File: src/rtl/hex_entry_buffer_pkg.sv
// Shared ASCII codes and FSM state encoding for the hex entry buffer.
package hex_entry_buffer_pkg;

    localparam logic [7:0]  CH_BS       = 8'h08;
    localparam logic [7:0]  CH_DEL      = 8'h7F;
    localparam logic [7:0]  CH_CR       = 8'h0D;
    localparam logic [7:0]  CH_ESC      = 8'h1B;
    localparam logic [7:0]  CH_ZERO     = 8'h30;
    localparam logic [31:0] FIELD_RESET = 32'h30303030;

    localparam logic [2:0]  FIELD_CHARS = 3'd4;

    typedef enum logic [1:0] {
        S_EMPTY = 2'd0,
        S_PART  = 2'd1,
        S_FULL  = 2'd2
    } state_t;

endpackage

File: src/rtl/hex_entry_buffer_classify.sv
// Combinational classifier for received bytes; lowercase hex is folded to uppercase.
module ascii_hex_classify
    import hex_entry_buffer_pkg::*;
(
    input  logic [7:0] rx_data,
    output logic       is_hex,
    output logic       is_bs,
    output logic       is_cr,
    output logic       is_esc,
    output logic [7:0] folded_char
);

    logic w_is_digit;
    logic w_is_upper;
    logic w_is_lower;

    assign w_is_digit = (rx_data >= 8'h30) && (rx_data <= 8'h39);
    assign w_is_upper = (rx_data >= 8'h41) && (rx_data <= 8'h46);
    assign w_is_lower = (rx_data >= 8'h61) && (rx_data <= 8'h66);

    assign is_hex      = w_is_digit || w_is_upper || w_is_lower;
    assign is_bs       = (rx_data == CH_BS) || (rx_data == CH_DEL);
    assign is_cr       = (rx_data == CH_CR);
    assign is_esc      = (rx_data == CH_ESC);
    assign folded_char = w_is_lower ? (rx_data - 8'h20) : rx_data;

endmodule

File: src/rtl/hex_entry_buffer.sv
// Four-character hex entry field with backspace, escape-clear and Enter-to-commit.
//   state   | meaning
//   S_EMPTY | no characters entered (count 0)
//   S_PART  | 1 to 3 characters entered
//   S_FULL  | 4 characters entered, further hex rejected
module hex_entry_buffer
    import hex_entry_buffer_pkg::*;
(
    input  logic        clk,
    input  logic        rst,
    input  logic [7:0]  rx_data,
    input  logic        rx_valid,
    output logic [31:0] buffer,
    output logic [31:0] commit_buffer,
    output logic        commit,
    output logic [2:0]  char_count,
    output logic        err
);

    state_t      r_state;
    logic [31:0] r_buffer;
    logic [31:0] r_commit_buffer;
    logic [2:0]  r_count;
    logic        r_commit;
    logic        r_err;

    state_t      w_state_nxt;
    logic [31:0] w_buffer_nxt;
    logic [31:0] w_commit_buffer_nxt;
    logic [2:0]  w_count_nxt;
    logic        w_commit_nxt;
    logic        w_err_nxt;

    logic        w_is_hex;
    logic        w_is_bs;
    logic        w_is_cr;
    logic        w_is_esc;
    logic [7:0]  w_char;

    ascii_hex_classify u_classify (
        .rx_data     (rx_data),
        .is_hex      (w_is_hex),
        .is_bs       (w_is_bs),
        .is_cr       (w_is_cr),
        .is_esc      (w_is_esc),
        .folded_char (w_char)
    );

    always_ff @(posedge clk) begin
        if (rst) begin
            r_state         <= S_EMPTY;
            r_buffer        <= FIELD_RESET;
            r_commit_buffer <= FIELD_RESET;
            r_count         <= 3'd0;
            r_commit        <= 1'b0;
            r_err           <= 1'b0;
        end else begin
            r_state         <= w_state_nxt;
            r_buffer        <= w_buffer_nxt;
            r_commit_buffer <= w_commit_buffer_nxt;
            r_count         <= w_count_nxt;
            r_commit        <= w_commit_nxt;
            r_err           <= w_err_nxt;
        end
    end

    always_comb begin
        w_state_nxt         = r_state;
        w_buffer_nxt        = r_buffer;
        w_commit_buffer_nxt = r_commit_buffer;
        w_count_nxt         = r_count;
        w_commit_nxt        = 1'b0;
        w_err_nxt           = 1'b0;

        if (rx_valid) begin
            if (w_is_hex) begin
                if (r_state == S_FULL) begin
                    w_err_nxt = 1'b1;
                end else begin
                    w_buffer_nxt = {r_buffer[23:0], w_char};
                    w_count_nxt  = r_count + 3'd1;
                    w_state_nxt  = (r_count == FIELD_CHARS - 3'd1) ? S_FULL : S_PART;
                end
            end else if (w_is_bs) begin
                if (r_state == S_EMPTY) begin
                    w_err_nxt = 1'b1;
                end else begin
                    // Refill the vacated leading position with '0'.
                    w_buffer_nxt = {CH_ZERO, r_buffer[31:8]};
                    w_count_nxt  = r_count - 3'd1;
                    w_state_nxt  = (r_count == 3'd1) ? S_EMPTY : S_PART;
                end
            end else if (w_is_cr) begin
                if (r_state == S_EMPTY) begin
                    w_err_nxt = 1'b1;
                end else begin
                    w_commit_buffer_nxt = r_buffer;
                    w_commit_nxt        = 1'b1;
                    w_buffer_nxt        = FIELD_RESET;
                    w_count_nxt         = 3'd0;
                    w_state_nxt         = S_EMPTY;
                end
            end else if (w_is_esc) begin
                w_buffer_nxt = FIELD_RESET;
                w_count_nxt  = 3'd0;
                w_state_nxt  = S_EMPTY;
            end else begin
                w_err_nxt = 1'b1;
            end
        end
    end

    assign buffer        = r_buffer;
    assign commit_buffer = r_commit_buffer;
    assign commit        = r_commit;
    assign char_count    = r_count;
    assign err           = r_err;

endmodule

File: config.mk
export PLATFORM = sky130hd
export DESIGN_NAME = hex_entry_buffer
export DESIGN_NICKNAME = d
export VERILOG_FILES = /design/src/rtl/hex_entry_buffer_pkg.sv /design/src/rtl/hex_entry_buffer_classify.sv /design/src/rtl/hex_entry_buffer.sv
export SDC_FILE = /design/constraint.sdc
export NUM_CORES = 1
export LEC_CHECK = 0
export ABC_AREA = 0
export BUFFER_PORTS_ARGS = -buffer_cell sky130_fd_sc_hd__buf_2
export CORE_ASPECT_RATIO = 0.7
export CORE_MARGIN = 2
export CORE_UTILIZATION = 51
export CTS_BUF_LIST = sky130_fd_sc_hd__clkbuf_8 sky130_fd_sc_hd__clkbuf_16
export DETAILED_ROUTE_END_ITERATION = 10
export GPL_TIMING_DRIVEN = 0
export PLACE_DENSITY_LB_ADDON = 0.1
export SYNTH_ARGS = -nofsm -noshare
export SYNTH_HDL_FRONTEND = slang
export SYNTH_HIERARCHICAL = 1
export SYNTH_SLANG_ARGS = --single-unit
File: constraint.sdc
create_clock -name clk -period 3.53 [get_ports clk]
set_input_delay 0.706 -clock clk [delete_from_list [all_inputs] [get_ports clk]]
set_output_delay 0.706 -clock clk [all_outputs]
set_load 0.01 [all_outputs]
# After elaboration in Yosys (flattened, before gate mapping)
# Cells that the tools add are included.
[word_totals]
reg_bits = 71
in_bits = 11
output_inout_bits = 69
[op_classes]
addsub = 3
magnitude_cmp = 6
n_eq_ne = 10
mux = 31
n_bitwise = 5
reduce_logical = 12
[ops]
columns = ["op", "n"]
rows = [
  ["$mux W32", 7],
  ["$mux W3", 7],
  ["$eq A8 B4 Y1 const B", 2],
  ["$ge A8 B7 Y1 const B", 2],
  ["$le A8 B7 Y1 const B", 2],
  ["$mux W2", 8],
  ["$reduce_and A5 Y1", 2],
  ["$eq A8 B5 Y1 const B", 1],
  ["$eq A8 B7 Y1 const B", 1],
  ["$ge A8 B6 Y1 const B", 1],
  ["$le A8 B6 Y1 const B", 1],
  ["$mux W1", 8],
  ["$mux W8", 1],
  ["$sub A8 B6 Y8 const B", 1],
  ["$ne A3 B2 Y1 const B", 2],
  ["$not A1 Y1", 5],
  ["$reduce_or A5 Y1", 1],
  ["$reduce_bool A4 Y1", 1],
  ["$add A3 B1 Y3 const B", 1],
  ["$eq A3 B1 Y1 const B", 1],
  ["$eq A3 B2 Y1 const B", 1],
  ["$logic_and A1 B1 Y1", 3],
  ["$logic_or A1 B1 Y1", 3],
  ["$sub A3 B1 Y3 const B", 1],
  ["4 further kinds", 4],
]

# Longest topological paths before layout
[depth]
ltp_word = 6
depth_mapped = 13

# Hierarchy
# The synthesis kept the hierarchy.
[by_module_without_submodules]
columns = ["module", "n_inst", "cells_each", "area_each_um2", "seq_area_each_um2"]
rows = [
  ["hex_entry_buffer", 1, 368, 3316.9, 1421.4],
  ["ascii_hex_classify", 1, 41, 294.0, 0.0],
]

# Worst setup path after synthesis
# Ideal clock, no wire load.
[synth_timing]
path_kind = "input-to-reg"
from = "in rx_data[5]"
to = "reg r_buffer[17] (netlist: buffer[17])"
arrival_time_ns = 2.690
t_required_ns = 3.383
slack_ns = 0.693
cell_stages = 12
path_cell_list = "clkbuf_1 -> inv_1 -> ha_1 -> nand4b_1 -> o21ai_0 -> nand4_1 -> nand3_1 -> or4_4 -> o21a_1 -> buf_2 -> a31oi_1 -> a311oi_2"
[synth_between]
elab_chain_cells = 6
word_cells_on_any_way = 24
[synth_lines]
columns = ["item", "line", "rtl"]
rows = [
  ["from (decl)", "hex_entry_buffer.sv:11", "input logic [7:0] rx_data,"],
  ["$ge A8 B6 Y1 (tied with other cells)", "hex_entry_buffer_classify.sv:17", "assign w_is_digit = (rx_data >= 8'h30) && (rx_data <= 8'h39);"],
  ["$logic_and A1 B1 Y1 (on tied branches)", "hex_entry_buffer_classify.sv:17, hex_entry_buffer_classify.sv:18", ""],
  ["$logic_or A1 B1 Y1", "hex_entry_buffer_classify.sv:21", "assign is_hex = w_is_digit || w_is_upper || w_is_lower;"],
  ["$logic_or A1 B1 Y1 *", "hex_entry_buffer_classify.sv:21", ""],
  ["net w_is_hex", "hex_entry_buffer.sv:34", "logic w_is_hex;"],
  ["$ne A3 B2 Y1 (no line) (tied with other cells)", "n/a", ""],
  ["$reduce_and A5 Y1 (no line)", "n/a", ""],
  ["to (signal assigned)", "hex_entry_buffer.sv:59", "r_buffer <= w_buffer_nxt;"],
  ["to (decl)", "hex_entry_buffer.sv:21", "logic [31:0] r_buffer;"],
]
# Mark *: on every way through the listed nets, which the timed path passes. The rest lies on a longest branch.
# A chain may end at the register's enable or synchronous reset.

# Final worst setup path
[layout_timing]
from = "in rx_data[5]"
to = "reg r_commit_buffer[15] (netlist: commit_buffer[15])"
[layout_between]
elab_chain_cells = 6
word_cells_on_any_way = 18
[layout_lines]
columns = ["item", "line", "rtl"]
rows = [
  ["$ge A8 B6 Y1 (tied with other cells)", "hex_entry_buffer_classify.sv:17", ""],
  ["$logic_and A1 B1 Y1 (on tied branches)", "hex_entry_buffer_classify.sv:17, hex_entry_buffer_classify.sv:18", ""],
  ["$logic_or A1 B1 Y1", "hex_entry_buffer_classify.sv:21", ""],
  ["$logic_or A1 B1 Y1 *", "hex_entry_buffer_classify.sv:21", ""],
  ["net w_is_hex", "hex_entry_buffer.sv:34", ""],
  ["$not A1 Y1 (no line) *", "n/a", ""],
  ["$reduce_and A5 Y1 (no line) *", "n/a", ""],
  ["to (signal assigned)", "hex_entry_buffer.sv:60", "r_commit_buffer <= w_commit_buffer_nxt;"],
  ["to (decl)", "hex_entry_buffer.sv:22", "logic [31:0] r_commit_buffer;"],
]
# Marked as above.

==> results.yml <==
place:
  dp_hpwl_um: 7385
  globalplace.congestion: 0.9519
  portBuffers: 76
  place_ws_ns: 0.1511
clock_network:
  h-tree-depth: 3
  cts_sinks: 71
  post_cts_buffers: 0
  post_cts_resized: 0
  clk_latency_ns: 0.35
  ctsLongestPathBuffers: 2
  root_buffer: "clkbuf_8"
  path_clk_slew_ns: 0.08
  postCtsHoldBufs: 0
  cts-buffers-inserted: 9
  cts_tree: "yes"
job:
  cap_violations: 0
die:
  die_area_um2: 7780
  rows: 25
  fp.dieH_um: 74.40
  pin_count: 80
  fp.dieW_um: 104.6
  initial_core_util_pct: 53.20
  fp.coreArea_um2: 6788
power_and_ir_drop:
  power_density_nw_per_um2: 399.7
  irDropWorstVdd_mv: 0.2010
  power.leakage_uw: 0.001604
grt:
  grtUsageMet2_pct: 38.20
  gr-usage-met1_pct: 38.78
  busiest_layer: "met1"
  grt_pass1_vias: 3036
  grt_usage_pct: 26.80
  grt_pass1_wl_um: 16100
  antenna_found_initial: 0
  met3_usage_pct: 7.800
  grt_start_max_net_pins: 14
  grt_overflow: 0
timing:
  layout_min_cycle_time_ns: 3.068
  hold_viol_final: 0
  fmax_mhz: 326.0
  setup_violations: 0
  final.period_utilization_pct: 86.91
  fin_skew_ns: 0.008675
  worst_slew_pin_slew_ns: 0.7941
  fin_ws_ns: 0.4622
  drv_slew: 0
  relSlewSlack_pct: 47.01
  grt_setup_unrepaired: "no"
  fin_tns_setup_ns: 0
layout:
  layout_common_cells: "buf_2 (88), nand2_1 (86), dfxtp_1 (71)"
  layout_commonest_cell: "buf_2"
  nets: 514
  diodes: 0
  drive_gt1_share_pct: 30.14
  area_growth_pct: 19.23
logic_synthesis:
  synth-warning-count: 6
  postSynthAreaPerCell_um2: 8.829
  ys_seq_elements: 71
  netlist_area_um2: 3611
  synth-seq-area-share_pct: 39.36
  synth_nets: 427
  synthDistinctLibCells: 52
  synthCells: 409
critical_path:
  critical_path_class: "in -> reg"
  rr_startpoint: "r_state[0]"
  path_max_fanout: 10
  required_ns: 3.75
  cp.arrival_ns: 3.29
  critPathLaunchType: "primary input"
  endpoint_kind: "flip-flop"
  cp-startpoint: "rx_data[5]"
routing:
  vias: 3465
  postRouteAntennaNets: 0
  routedWlPerCell_um: 17.34
  drtPass1Iterations: 4
  drt_iter0_drc: 254
  routed_wl_um: 10320
  drc_errors: 0
  vias_per_cell: 5.824
worst_hold_path:
  hp-class: "reg -> reg"
  worstHoldStart: "commit_buffer[24]"
status:
  status: "complete, no violations"
[final cells by class]
type / count / area (µm²)
fillers: 590 / 2482
repair buffers: 76 / 380.4
inverters: 8 / 30.03
plain buffers: 45 / 251.5
multi-input cells: 285 / 1908
well taps: 94 / 117.6
flip-flops and latches: 71 / 1421
clock buffers: 9 / 123.9
clock inverters: 7 / 72.57
[logic make-up after synthesis]
kind of cell | Yosys count | share of synthesized area (%)
AO/OA/AOI/OAI | 107 | 25.40
XOR/XNOR | 1 | 0.2426
buffers and inverters | 53 | 7.796
flip-flops | 71 | 39.36
adder cells (fa/ha/maj) | 7 | 2.425
AND/OR/NAND/NOR | 166 | 23.63
multiplexers | 4 | 1.143
[flip-flops by register name, indices dropped and copies added (netlist names)]
name,cells
err,1
r_state,2
commit,1
commit_buffer,32
char_count,3
buffer,32
[Yosys cell counts (all sizes together)]
cell type / instances / area (µm²)
a31oi: 22 / 200.2
nor3b: 2 / 15.01
dfxtp: 71 / 1421
mux2i: 3 / 30.03
o2111a: 1 / 11.26
or4: 2 / 18.77
a21oi: 31 / 155.2
a311oi: 20 / 275.3
a211o: 1 / 8.760
o311ai: 6 / 52.55
nand2: 86 / 322.8
nor4: 4 / 55.05
xor2: 1 / 8.760
or3: 1 / 6.260
buf: 25 / 176.4
nor2: 7 / 26.28
nand4b: 1 / 8.760
clkbuf: 20 / 75.07
a211oi: 3 / 27.52
and2: 1 / 6.260
ha: 7 / 87.58
nor3: 9 / 50.05
o2111ai: 1 / 8.760
and4: 1 / 8.760
a41o: 1 / 10.01
nand2b: 1 / 6.260
mux2: 1 / 11.26
a32o: 1 / 11.26
nor2b: 8 / 50.05
o31ai: 14 / 110.1
nand3: 14 / 75.07
nand3b: 18 / 135.1
o21ai: 4 / 31.28
inv: 8 / 30.03
a21o: 1 / 7.510
o21a: 1 / 7.510
nand4: 11 / 68.82
[report_power, final]
part | total, µW | internal (µW) | leakage, µW | switching, µW
Clock | 656 | 327 | 0.000101 | 328
Combinational | 216 | 81.9 | 0.000928 | 134
Sequential | 849 | 819 | 0.000575 | 29.6
[worst paths after layout]
kind | cells after the start | end | slack (ns)
setup / recovery | 14 | commit_buffer[15] | 0.46
hold reg to reg | 2 | commit_buffer[24] | 0.45
hold / removal | 2 | commit_buffer[24] | 0.45
setup reg to reg | 4 | commit_buffer[15] | 1.63
[per-stage QoR]
stage | hold slack, ns | total power [µW] | utilization [%] | instances | instance area (µm²)
2_1_floorplan | 0.4805 | 1004 | - | 409 | 3611
3_3_place_gp | 0.4387 | 1074 | 60.53 | 579 | 4109
3_5_place_dp | 0.4439 | 1078 | 60.53 | 579 | 4109
4_1_cts | 0.4547 | 1718 | 63.43 | 595 | 4305
5_1_grt | 0.4753 | 1780 | 63.43 | 595 | 4305
6_report | 0.4523 | 1721 | 63.43 | 595 | 4305
[metal layers]
layer  wire length, µm  vias up
li1                  -     1671
met3               916       12
met4               122        0
met5                 0        -
met1              5040     1619
met2              4240      163
[worst max-delay path: stages]
cell	delay, ns
buf_2	0.09
clkbuf_1	0.27
inv_1	0.13
ha_1	0.22
nand4b_1	0.08
o21ai_0	0.08
nand4_1	0.10
nand3_1	0.13
buf_2	0.21
nor2_1	0.24
o2111ai_1	0.45
clkbuf_1	0.37
nand2_1	0.13
a21oi_1	0.08
(Power assumes the default switching activity.)
